$ cat config.mk
export PLATFORM = sky130hd
export DESIGN_NAME = load_store_unit
export DESIGN_NICKNAME = d
export VERILOG_FILES = /design/src/rtl/lsu_pkg.sv /design/src/rtl/load_store_unit.sv
export SDC_FILE = /design/constraint.sdc
export NUM_CORES = 1
export LEC_CHECK = 0
export CAP_MARGIN = 20
export CORE_MARGIN = 2
export CORE_UTILIZATION = 45
export CTS_BUF_LIST = sky130_fd_sc_hd__clkbuf_8
export CTS_CLUSTER_SIZE = 12
export DETAILED_ROUTE_END_ITERATION = 8
export PLACE_DENSITY = 0.81
export SLEW_MARGIN = 40
export SYNTH_ARGS = -nofsm -noshare
export SYNTH_HDL_FRONTEND = slang
export SYNTH_SLANG_ARGS = --single-unit
$ cat constraint.sdc
create_clock -name clk -period 1.9 [get_ports clk]
set_input_delay 0.38 -clock clk [delete_from_list [all_inputs] [get_ports clk]]
set_output_delay 0.38 -clock clk [all_outputs]
set_load 0.03 [all_outputs]
$ cat src/rtl/lsu_pkg.sv
// Shared definitions for the load/store unit: datapath widths and FSM states.
package lsu_pkg;

  localparam int DATA_W = 8;
  localparam int ADDR_W = 8;
  localparam int CNT_W  = 2;

  typedef enum logic [1:0] {
    IDLE  = 2'd0,
    ISSUE = 2'd1,
    WAIT  = 2'd2,
    RESP  = 2'd3
  } lsu_state_e;

endpackage

$ cat src/rtl/load_store_unit.sv
// Load/store unit: accepts one request at a time, issues a single memory strobe,
// waits READ_LAT cycles for load data, then holds the completion until taken.
// Optional address range check enabled by defining LSU_RANGE_CHECK_EN.
// Every output comes straight from a flop.
module load_store_unit
  import lsu_pkg::*;
#(
  parameter int                READ_LAT = 1,
  parameter logic [ADDR_W-1:0] MAX_ADDR = 8'd254
) (
  input  logic              clk,
  input  logic              rst,
  input  logic              req_valid,
  output logic              req_ready,
  input  logic              req_write,
  input  logic [ADDR_W-1:0] req_addr,
  input  logic [DATA_W-1:0] req_wdata,
  output logic              resp_valid,
  input  logic              resp_ready,
  output logic [DATA_W-1:0] resp_rdata,
  output logic              resp_err,
  output logic [ADDR_W-1:0] mem_address,
  output logic [DATA_W-1:0] mem_write_data,
  output logic              mem_write,
  output logic              mem_read,
  input  logic [DATA_W-1:0] mem_data_out
);

  lsu_state_e        state_q, state_d;
  logic [CNT_W-1:0]  cnt_q, cnt_d;
  logic              write_q, write_d;
  logic [ADDR_W-1:0] addr_q, addr_d;
  logic [DATA_W-1:0] wdata_q, wdata_d;
  logic              mem_read_q, mem_read_d;
  logic              mem_write_q, mem_write_d;
  logic              resp_valid_q, resp_valid_d;
  logic [DATA_W-1:0] resp_rdata_q, resp_rdata_d;
  logic              resp_err_q, resp_err_d;
  logic              req_ready_q, req_ready_d;
  logic              addr_bad;

  localparam logic [CNT_W-1:0] LAST_WAIT = CNT_W'(READ_LAT - 1);

`ifdef LSU_RANGE_CHECK_EN
  assign addr_bad = (req_addr > MAX_ADDR);
`else
  // Range check disabled: every address goes to memory. The comparison is
  // masked off rather than removed so MAX_ADDR stays referenced in this build.
  assign addr_bad = 1'b0 && (req_addr > MAX_ADDR);
`endif

  // Next-state and next-output computation for the request/response FSM.
  always_comb begin
    state_d      = state_q;
    cnt_d        = cnt_q;
    write_d      = write_q;
    addr_d       = addr_q;
    wdata_d      = wdata_q;
    mem_read_d   = 1'b0;
    mem_write_d  = 1'b0;
    resp_valid_d = resp_valid_q;
    resp_rdata_d = resp_rdata_q;
    resp_err_d   = resp_err_q;
    case (state_q)
      IDLE: begin
        if (req_valid && req_ready_q) begin
          write_d = req_write;
          addr_d  = req_addr;
          wdata_d = req_wdata;
          cnt_d   = '0;
          if (addr_bad) begin
            state_d      = RESP;
            resp_valid_d = 1'b1;
            resp_err_d   = 1'b1;
            resp_rdata_d = '0;
          end else begin
            // Strobe is registered so it is high for the whole ISSUE cycle.
            state_d     = ISSUE;
            mem_read_d  = !req_write;
            mem_write_d = req_write;
          end
        end
      end
      ISSUE: begin
        if (write_q) begin
          // Stores linger one extra ISSUE cycle (strobe already dropped) so the
          // completion appears two edges after the handshake.
          if (cnt_q == '0) begin
            cnt_d = CNT_W'(1);
          end else begin
            cnt_d        = '0;
            state_d      = RESP;
            resp_valid_d = 1'b1;
            resp_err_d   = 1'b0;
            resp_rdata_d = '0;
          end
        end else begin
          cnt_d   = '0;
          state_d = WAIT;
        end
      end
      WAIT: begin
        if (cnt_q == LAST_WAIT) begin
          cnt_d        = '0;
          state_d      = RESP;
          resp_valid_d = 1'b1;
          resp_err_d   = 1'b0;
          resp_rdata_d = mem_data_out;
        end else begin
          cnt_d = cnt_q + CNT_W'(1);
        end
      end
      RESP: begin
        if (resp_ready) begin
          state_d      = IDLE;
          resp_valid_d = 1'b0;
          resp_err_d   = 1'b0;
          resp_rdata_d = '0;
        end
      end
      default: state_d = IDLE;
    endcase
    // Ready only while sitting in IDLE, so a retiring response never overlaps a new handshake.
    req_ready_d = (state_d == IDLE);
  end

  // State and output registers; reset abandons any in-flight request.
  always_ff @(posedge clk or posedge rst) begin
    if (rst) begin
      state_q      <= IDLE;
      cnt_q        <= '0;
      write_q      <= 1'b0;
      addr_q       <= '0;
      wdata_q      <= '0;
      mem_read_q   <= 1'b0;
      mem_write_q  <= 1'b0;
      resp_valid_q <= 1'b0;
      resp_rdata_q <= '0;
      resp_err_q   <= 1'b0;
      req_ready_q  <= 1'b1;
    end else begin
      state_q      <= state_d;
      cnt_q        <= cnt_d;
      write_q      <= write_d;
      addr_q       <= addr_d;
      wdata_q      <= wdata_d;
      mem_read_q   <= mem_read_d;
      mem_write_q  <= mem_write_d;
      resp_valid_q <= resp_valid_d;
      resp_rdata_q <= resp_rdata_d;
      resp_err_q   <= resp_err_d;
      req_ready_q  <= req_ready_d;
    end
  end

  assign req_ready      = req_ready_q;
  assign resp_valid     = resp_valid_q;
  assign resp_rdata     = resp_rdata_q;
  assign resp_err       = resp_err_q;
  assign mem_address    = addr_q;
  assign mem_write_data = wdata_q;
  assign mem_read       = mem_read_q;
  assign mem_write      = mem_write_q;

endmodule

==> results.md, run 1 <==
- Most used DFF post-synth: dfrtp_1
- Post-Syn Nets: 157
- Clock buffer depth: 2
- Core area: 0.00310 sq mm
- Final Hold Viols: 0
- Tmin final: 1.70 ns
- Wire length per cell: 14.2 microns
- Port-buffer cells: 56
- Max Fclk: 587 MHz
- VDD IR max: 928 uV
- Unique masters post-synth: 32
- Via density: 4.98
- Synth top area share: 0.535
- Layout Cells excl Fill: 229
- Crit Path Category: flip-flop to output pin
- Synth Area in Compound Gates: 0.114
- CP Data Required Time: 1.52 ns
- Final WL: 3.24 mm
- P_leak: 1.01 nW
- Ant diodes: 0
- Synthesized area per cell: 12.5 sq um
- Cells after DPL: 221
- Sequential area share after synthesis: 0.552
- 1st-pass router iterations: 4
- Delay-heaviest family, CP: buffers and inverters
- Final setup violating endpoints: 0
- Fin. max-slew vios: 0
- Synth top area cells: dfrtp_1, mux2_4, mux2_2
- Mapped Cells: 120
- Skew final: 0.00623 ns
- Crit path DAT: 1.32 ns
- Most frequent cell after synthesis: dfrtp_1
- Pre-CTS WS: 0.0469 ns
- Post-synthesis simple-gate area fraction: 0.0877
- Post-synthesis xor/xnor area fraction: 0
- Mux cell area share after synthesis: 0.145
- Die Height: 61.7 microns
- Core Rows: 20
- DPL Wire Length: 2.51 mm
- Yosys warns: 0
- Global Route Usage Sum: 0.184
- # IOs: 58
- Vias in the first global route: 1187
- P&R area growth vs syn: 49.3%
- DRC viols: 0
- Synth cell count leaders: dfrtp_1, mux2_2, nand2_1, o21ai_0, ha_1
- Worst path bufs/invs: 1
- CTS Hold Bufs: 0
- Worst-path cell chain: clkdlybuf4s50_1
- Status: completed
- EDFF count, synth: 0
- Die area: 0.00381 sq mm
- Skew-Pair Late Insertion Delay: 0.28 ns
- Clk sinks: 33
- H-tree levels: 2
- CTS Buf Count: 5
- Tot Pwr: 3.78 mW
- Clk slew on worst S/H paths: 0.07 ns
- RSZ-0062 raised after global routing: no
- Max cap viols: 0
- Post-Synth Adder-Cell Area: 0.0668
- Chip width: 61.7 microns
- Initial antenna violation count: 0
- Largest net degree at the start of global routing: 20
- Flops & latches, synth: 33
- GRT overflow: 0
- Netlist Area Pre-Place: 0.00150 sq mm
- Initial Util: 0.483
- Vias: 1140
- Asr flop ratio synth: 1.00
- Final net count: 221
- Initial DRC Count: 33
- Antenna-violating nets left: 0
- Setup WS post-layout: 0.198 ns
- Setup TNS: 0 ns
- Fill cell count: 237
- Setup repair bufs after CTS: 0
- Pwr dens: 1690 mW/mm^2
- Classification of the worst-slack hold path: input port to async pin
- Crit-path slowest cell: clkdlybuf4s50_1
- Share of cells above drive strength 1: 0.168
- Most area-hungry cell type in the Yosys netlist: dfrtp_1
- Post-route clock period utilization: 0.896
- CP Max Fanout: 3
- Largest family of logic cells by synthesized area: multiplexers
- CTS tree: built
- Global-route wire length before repair: 5.09 mm
- Max stage delay on crit path: 0.69 ns
- GPL Wtd Cong: 0.957
- # resized after CTS: 1
- Startpoint types: flip-flop
- CP endpoint kind: output pin
- Clk Tree Root Cell: clkbuf_8
flip-flops by register name (all words and copies together) (netlist names):
register,cells
mem_write,1
mem_write_data,8
state_q,2
mem_address,8
resp_rdata,8
resp_valid,1
cnt_q,2
req_ready,1
mem_read,1
write_q,1
metrics by stage:
stage	hold WS, ns	instance area, sq um	utilization
floorplan	0.446	1500	-
global placement	0.477	2120	0.683
detailed placement	0.494	2120	0.683
CTS	0.427	2240	0.721
global route	0.486	2240	0.721
finish	0.422	2240	0.721
path summary, 6_finish.rpt:
| check | depth (start not counted) | startpoint | slack (ns) | to |
|---|---|---|---|---|
| worst max-delay path | 1 | resp_rdata[7]$_DFFE_PP0P_ | 0.20 | resp_rdata[7] |
| worst min-delay path | 3 | rst | 0.42 | mem_address[6]$_DFFE_PP0P_ |
| worst max register to register | 5 | state_q[0]$_DFF_PP0_ | 0.20 | resp_rdata[3]$_DFFE_PP0P_ |
| worst min register to register | 1 | resp_rdata[1]$_DFFE_PP0P_ | 0.50 | resp_rdata[1]$_DFFE_PP0P_ |
| max in group asynchronous | 3 | rst | 1.23 | req_ready$_DFF_PP1_ |
| min in group clk | 1 | resp_rdata[1]$_DFFE_PP0P_ | 0.50 | resp_rdata[1]$_DFFE_PP0P_ |
tightest hold or removal path, delay by kind of cell:
kind                   cells  cell delay, ns
buffers and inverters      3            0.69
per-layer routing:
metal	GRT usage	vias to the layer above	wire [microns]
li1	-	543	-
met5	0	-	0
met4	0.0760	0	20
met2	0.319	50	1690
met1	0.211	545	1280
met3	0.0580	2	259
logic make-up after synthesis:
family	after synthesis
flip-flops	33
AO/OA/AOI/OAI	27
AND/OR/NAND/NOR	24
multiplexers	17
buffers and inverters	10
adder cells (fa/ha/maj)	8
other	1
layout by cell type, fill, tap and decap left out, drive strengths merged, types with 4 or more instances in the layout:
master         Yosys  final
dfrtp             32     32
buf                2      4
clkdlybuf4s50      0     55
nand2              9      9
ha                 8      8
clkbuf             1      6
o21ai             15     15
inv                7      8
mux2              16     16
power breakdown:
group | leakage (nW) | switching [mW] | internal, mW
clock network | 0.0626 | 0.237 | 0.422
registers | 0.415 | 0.168 | 0.990
logic | 0.532 | 1.08 | 0.883
final cells by class:
type / count / area, sq um / area share
Clock inverter: 2 / 33.8 / 0.0151
Clock buffer: 6 / 82.6 / 0.0369
Sequential cell: 33 / 827 / 0.370
Inverter: 7 / 26.3 / 0.0118
Multi-Input combinational cell: 77 / 622 / 0.278
Timing Repair Buffer: 60 / 589 / 0.264
Tap cell: 44 / 55.1 / 0.0246
(Power assumes the default switching activity.)
==> run 2, diff against run 1 <==
--- a/config.mk
+++ b/config.mk
@@ -5,14 +5,14 @@
 export SDC_FILE = /design/constraint.sdc
 export NUM_CORES = 1
 export LEC_CHECK = 0
+export ABC_AREA = 1
 export CAP_MARGIN = 20
 export CORE_MARGIN = 2
 export CORE_UTILIZATION = 45
 export CTS_BUF_LIST = sky130_fd_sc_hd__clkbuf_8
 export CTS_CLUSTER_SIZE = 12
 export DETAILED_ROUTE_END_ITERATION = 8
-export PLACE_DENSITY = 0.81
-export SLEW_MARGIN = 40
+export PLACE_DENSITY = 0.8
 export SYNTH_ARGS = -nofsm -noshare
 export SYNTH_HDL_FRONTEND = slang
 export SYNTH_SLANG_ARGS = --single-unit
==> run 2 against run 1 <==
Against the previous run: wire length about the same; cell count grew 22%; first-iteration DRC count increased to 2.5 times the previous value; flip-flop and latch count is the same; sequential share of layout area shrank 0.083 points; clock power fell by 21%; total power decreased by 6.6%; synthesized cell count is 43% higher; die area is 3.7% higher; sequential power decreased by 3%; largest cell class unchanged; largest power group unchanged.
==> results.md, run 2 <==
- Via density: 4.67
- Clk slew on worst S/H paths: 0.06 ns
- Core area: 0.00334 sq mm
- Netlist Area Pre-Place: 0.00156 sq mm
- Asr flop ratio synth: 1.00
- Fin. max-slew vios: 0
- Hold Crit Start: mem_address[2]$_DFFE_PP0P_
- Status: completed
- Skew final: 0.00737 ns
- Final Hold Viols: 0
- Core Rows: 21
- Most frequent cell after synthesis: nand2_1
- Combinational Power Share: 0.537
- CTS Buf Count: 5
- Global-route wire length before repair: 5.80 mm
- Net Sw Power: 1.54 mW
- Crit path DAT: 1.46 ns
- Internal: 1.99 mW
- CP endpoint kind: output pin
- Vias in the first global route: 1267
- Share of cells above drive strength 1: 0.0773
- Classification of the worst-slack hold path: flip-flop to flip-flop
- Synthesized area per cell: 9.05 sq um
- Max cap viols: 0
- Vias: 1302
- Setup repair bufs after CTS: 0
- Skew-Pair Late Insertion Delay: 0.28 ns
- Antenna-violating nets left: 0
- Max stage delay on crit path: 0.66 ns
- Ant diodes: 0
- # IOs: 58
- Final WL: 3.24 mm
- CTS tree: built
- Clk Tree Root Cell: clkbuf_8
- Largest net degree at the start of global routing: 34
- WL met1: 1.40 mm
- Wire length per cell: 11.6 microns
- Sequential share of power: 0.316
- CTS Hold Bufs: 0
- DP Area: 0.00215 sq mm
- Clock power frac: 0.147
- Global Route Usage Sum: 0.186
- Metal2 WL: 1.59 mm
- Clock buffer depth: 2
- Worst path bufs/invs: 1
- Yosys warns: 0
- Most used DFF post-synth: dfrtp_1
- VDD IR max: 950 uV
- Synth top area cells: dfrtp_1, nand2_1, ha_1
- H-tree levels: 2
- Clk sinks: 33
- Post-Syn Nets: 209
- Highest metal used: met4
- Die area: 0.00395 sq mm
- GPL Wtd Cong: 0.750
- Die Height: 62.8 microns
- Crit-path slowest cell: clkdlybuf4s50_1
- DPL Wire Length: 2.40 mm
- Initial Util: 0.466
- Tmin final: 1.84 ns
- Setup TNS: 0 ns
- Max Fclk: 542 MHz
- Pwr dens: 1570 mW/mm^2
- Worst Setup SP: req_ready$_DFF_PP1_
- Chip width: 62.8 microns
- RSZ-0062 raised after global routing: no
- Final setup violating endpoints: 0
- DRC viols: 0
- P_leak: 1.12 nW
- Flops & latches, synth: 33
- P&R area growth vs syn: 44.0%
- Worst-path cell chain: clkdlybuf4s50_1
- Initial antenna violation count: 0
- Crit Path Category: flip-flop to output pin
- CP Max Fanout: 2
- Startpoint types: flip-flop
- CP Data Required Time: 1.52 ns
- Unique masters post-synth: 23
- Delay-heaviest family, CP: buffers and inverters
- Initial DRC Count: 83
- Commonest cells after routing, fill and taps aside: clkdlybuf4s50_1, nand2_1, dfrtp_1
- Most area-hungry cell type in the Yosys netlist: dfrtp_1
- Worst reg2reg startpoint: state_q[0]$_DFF_PP0_
- Final instance area: 0.00224 sq mm
- Fill cell count: 273
- EDFF count, synth: 0
- Net Sw Frac: 0.436
- Port-buffer cells: 56
- GRT overflow: 0
- # resized after CTS: 0
- Mapped Cells: 172
- Synth cell count leaders: nand2_1, dfrtp_1, inv_1, nand3_1, nor2_1
- Sequential area share after synthesis: 0.531
- Metal3 WL: 185 microns
- Post-route clock period utilization: 0.971
- Commonest non-fill, non-tap cell in the layout: clkdlybuf4s50_1
- 1st-pass router iterations: 4
- Synth top area share: 0.514
- Final net count: 270
## run 2: worst paths after layout
| path | endpoint | slack, ns | cells after the start |
|---|---|---|---|
| worst min-delay path | mem_address[2]$_DFFE_PP0P_ | 0.47 | 2 |
| worst max-delay path | req_ready | 0.06 | 1 |
| max in group asynchronous | req_ready$_DFF_PP1_ | 1.09 | 3 |
| worst max register to register | resp_rdata[6]$_DFFE_PP0P_ | 0.37 | 6 |
| worst min register to register | mem_address[2]$_DFFE_PP0P_ | 0.47 | 2 |
| min in group asynchronous | resp_rdata[5]$_DFFE_PP0P_ | 0.48 | 3 |
## run 2: area by class of cell
| type | instances | area [sq um] | area share |
|---|---|---|---|
| Clock buffer | 6 | 82.6 | 0.0369 |
| Tap cell | 46 | 57.6 | 0.0257 |
| Sequential cell | 33 | 827 | 0.369 |
| Inverter | 21 | 78.8 | 0.0352 |
| Timing Repair Buffer | 59 | 583 | 0.260 |
| Multi-Input combinational cell | 113 | 608 | 0.271 |
| Clock inverter | 1 | 3.75 | 0.00168 |
## run 2: power groups by stage
stage                     Combinational [mW]  Clock [mW]  Sequential (mW)
after detailed placement                1.91           0             1.13
after CTS                               1.92       0.543             1.12
after global routing                    2.07       0.563             1.16
after floorplan                        0.827           0             1.55
final                                   1.89       0.519             1.12
after global placement                  1.87           0             1.12
## run 2: cell families after synthesis
family                   Yosys count  synth area share
AND/OR/NAND/NOR                   86             0.249
flip-flops                        33             0.531
buffers and inverters             26            0.0780
AO/OA/AOI/OAI                     18            0.0748
adder cells (fa/ha/maj)            8            0.0643
other                              1           0.00241
## run 2: per-stage QoR
stage	utilization	power (mW)	std cells	hold slack, ns	setup slack [ns]
final	0.672	3.53	279	0.469	0.0553
after global routing	0.672	3.79	279	0.489	0.0216
after detailed placement	0.646	3.04	272	0.458	0.332
after CTS	0.672	3.58	279	0.474	0.0348
after global placement	0.646	3.00	272	0.453	0.351
after floorplan	-	2.38	172	0.458	0.519
## run 2: routing by layer
layer / vias to the layer above / track usage
met3: 8 / 0.0595
met2: 36 / 0.306
met4: 0 / 0.0667
met5: - / 0
met1: 597 / 0.230
li1: 661 / -
==> patch: new RTL, config.mk and constraints of run 2 <==
`addr_q`, `wdata_q` and `resp_rdata_q` no longer have a reset.
--- a/src/rtl/load_store_unit.sv
+++ b/src/rtl/load_store_unit.sv
@@ -130,27 +130,27 @@
       state_q      <= IDLE;
       cnt_q        <= '0;
       write_q      <= 1'b0;
-      addr_q       <= '0;
-      wdata_q      <= '0;
       mem_read_q   <= 1'b0;
       mem_write_q  <= 1'b0;
       resp_valid_q <= 1'b0;
-      resp_rdata_q <= '0;
       resp_err_q   <= 1'b0;
       req_ready_q  <= 1'b1;
     end else begin
       state_q      <= state_d;
       cnt_q        <= cnt_d;
       write_q      <= write_d;
-      addr_q       <= addr_d;
-      wdata_q      <= wdata_d;
       mem_read_q   <= mem_read_d;
       mem_write_q  <= mem_write_d;
       resp_valid_q <= resp_valid_d;
-      resp_rdata_q <= resp_rdata_d;
       resp_err_q   <= resp_err_d;
       req_ready_q  <= req_ready_d;
     end
+  end
+
+  always_ff @(posedge clk) begin
+    addr_q       <= addr_d;
+    wdata_q      <= wdata_d;
+    resp_rdata_q <= resp_rdata_d;
   end
 
   assign req_ready      = req_ready_q;
Formal check against the unedited RTL: not equivalent (a bounded check fails within 4 cycles, from zero or initial values and one cycle with rst high).
==> patch against run 2 <==
  * Design area down 5.1%
  * Synthesized area decreased by 9.6%
  * Wire length fell by 13%
  * Critical endpoint is now resp_rdata[0]$_SDFFCE_PN0P_
  * Maximum frequency increased by 5.2%
  * Sequential cell count did not move
  * Largest cell class unchanged
  * Sequential share of layout area rose by 7.6 points
  * Setup slack better by 92 ps
  * First-iteration DRC count fell by 61%
  * Total power shrank 12%
==> patch: results (changes against run 2) <==
Run status
  – Status: finished clean

Logic synthesis
  – Most common cell in the synthesized netlist: edfxtp_1
  – Post-synth ARST share: 27.3% (-73 points)
  – Post-synth EDFFs: 24 (+24)
  – Yosys cell types: 22 (-4.3%)
  – Synth area leaders: edfxtp_1 51%, dfrtp_1 14%, ha_1 7.1%, nand2_1 6.1%, inv_1 5.6%
  – Sequential area share after synthesis: 67.3% (+14 points)
  – Total number of yosys warnings: 0 (unchanged)
  – Syn nets: 156 (-25%)
  – List of most frequent post-synthesis cells: 24 x edfxtp_1, 23 x nand2_1, 21 x inv_1, 8 x dfrtp_1, 8 x ha_1

Finish
  – Layout net count: 219 (-19%)
  – Antenna cells: 0 (unchanged)
  – Layout cells sized above 1: 12.6% (+4.8 points)

Routing
  – Total wire length: 2820 um (-13%)
  – DR pass1 iterations: 4 (unchanged)
  – Vias per inst: 4.72 (+1.1%)
  – DR iter-0 viols: 32 (-61%)
  – Final ANT Viol Nets: 0 (unchanged)

Setup path
  – R2R Path Start: state_q[1]$_DFF_PP0_
  – Slowest library cell on the worst path: dfrtp_1
  – Worst EP arrival: 1700 ps (+240 ps)
  – Max Fanout on Critical Path: 8 (+6)
  – CP most frequent cell: inv_1
  – Cell family with most CP delay: flip-flops
  – Crit path kind: reg2reg
  – Worst path max stage delay: 420 ps (-240 ps)
  – Reg2Reg Depth: 7 (+1)

Power
  – P_leak: 0.945 nW (-16%)
  – Cell-internal power: 0.00194 W (-2.6%)
  – Max IR drop VDD: 0.000808 V (-15%)

Placed design
  – Gpl congestion: 0.856 (+14%)
  – Port bufs: 56 (unchanged)
  – Placed standard-cell area: 2020 um^2 (-6.4%)
  – Place WS: 156 ps (-176 ps)
  – HPWL Detailed: 2280 um (-5.2%)

Global route
  – Total GRT Usage: 17.3% (-1.4 points)
  – Met3 Use GR: 7.36% (+1.4 points)
  – Global-route wire length before repair: 4360 um (-25%)
  – Routing usage on met1: 16.4% (-6.6 points)
  – Initial antenna violation count: 0 (unchanged)
  – Met2 track demand over resource: 32.0% (+1.3 points)
  – Number of global-route vias before repair: 1031 (-19%)
  – Largest net degree at the start of global routing: 18 (-47%)

Min path
  – Worst hold-check path type: in2async

Clock network
  – H-tree levels: 2 (unchanged)
  – Number of buffers created by CTS: 5 (unchanged)
  – Root buffer cell: clkbuf_8
  – Postcts setup bufs: 0 (unchanged)
  – CTS clock-pin slew for the worst setup and hold paths: 60 ps (about the same)
  – Clock tree buffer depth: 2 (unchanged)
  – Worst skew pair latency: 270 ps

Timing
  – Clock skew: 1.63 ps (-5.74 ps)
  – Final hold viol count: 0 (unchanged)
  – Max-slew violation count: 0 (unchanged)
## patch: changes by cell type after synthesis, sizes merged, moves of 3 or more
cell	change
o21ai	-10
buf	-3
dfrtp	-24
nand3	-18
inv	+4
edfxtp	+24
nand2	-27
## patch: timing repair
action	4_1_cts	5_1_grt
endpoints found under the hold margin	0	0
resized for setup	0	1
setup endpoints to repair	0	1
## patch: worst paths after layout
check / endpoint / slack, ps
setup / recovery: resp_rdata[0]$_SDFFCE_PN0P_ / 150
hold / removal: resp_valid$_DFFE_PP0P_ / 370
setup reg to reg: resp_rdata[0]$_SDFFCE_PN0P_ / 150
hold reg to reg: resp_valid$_DFFE_PP0P_ / 490
max in group asynchronous: req_ready$_DFF_PP1_ / 1220
min in group clk: resp_valid$_DFFE_PP0P_ / 490
## patch: through the flow
step           total power, W  std cells
2_1_floorplan         0.00204        119
3_3_place_gp          0.00246        208
4_1_cts               0.00314        216
6_report              0.00311        216
3_5_place_dp          0.00251        208
5_1_grt               0.00330        216
## patch: power groups by stage
stage	sequential [W]	clock (W)	combinational, W
final	0.00111	0.000617	0.00137
after global routing	0.00113	0.000671	0.00150
after CTS	0.00112	0.000639	0.00138
after detailed placement	0.00113	0	0.00138
after global placement	0.00112	0	0.00134
after floorplan	0.00140	0	0.000643
## patch: layout make-up
type	instances	area, um^2
clock buffers	5	68.8
clock inverters	3	37.5
fillers	240	877
inverters	25	93.8
multi-input cells	59	347
flip-flops and latches	33	947
well taps	33	41.3
repair buffers	58	591
## patch: cell families (layout without fill, tap and decap cells)
kind of cell / after synthesis / count (layout) / synth area share (%)
simple gates: 42 / 42 / 13.9
flops: 33 / 33 / 67.3
buf+inv: 27 / 91 / 8.01
fa+ha+maj: 8 / 8 / 7.12
compound gates: 8 / 8 / 3.38
other cells: 1 / 1 / 0.267
## patch: per-layer routing
layer | routed length [um] | part of all wire, %
met2 | 1580 | 56
met4 | 8 | 0.28
met5 | 0 | 0
met3 | 259 | 9.2
met1 | 969 | 34
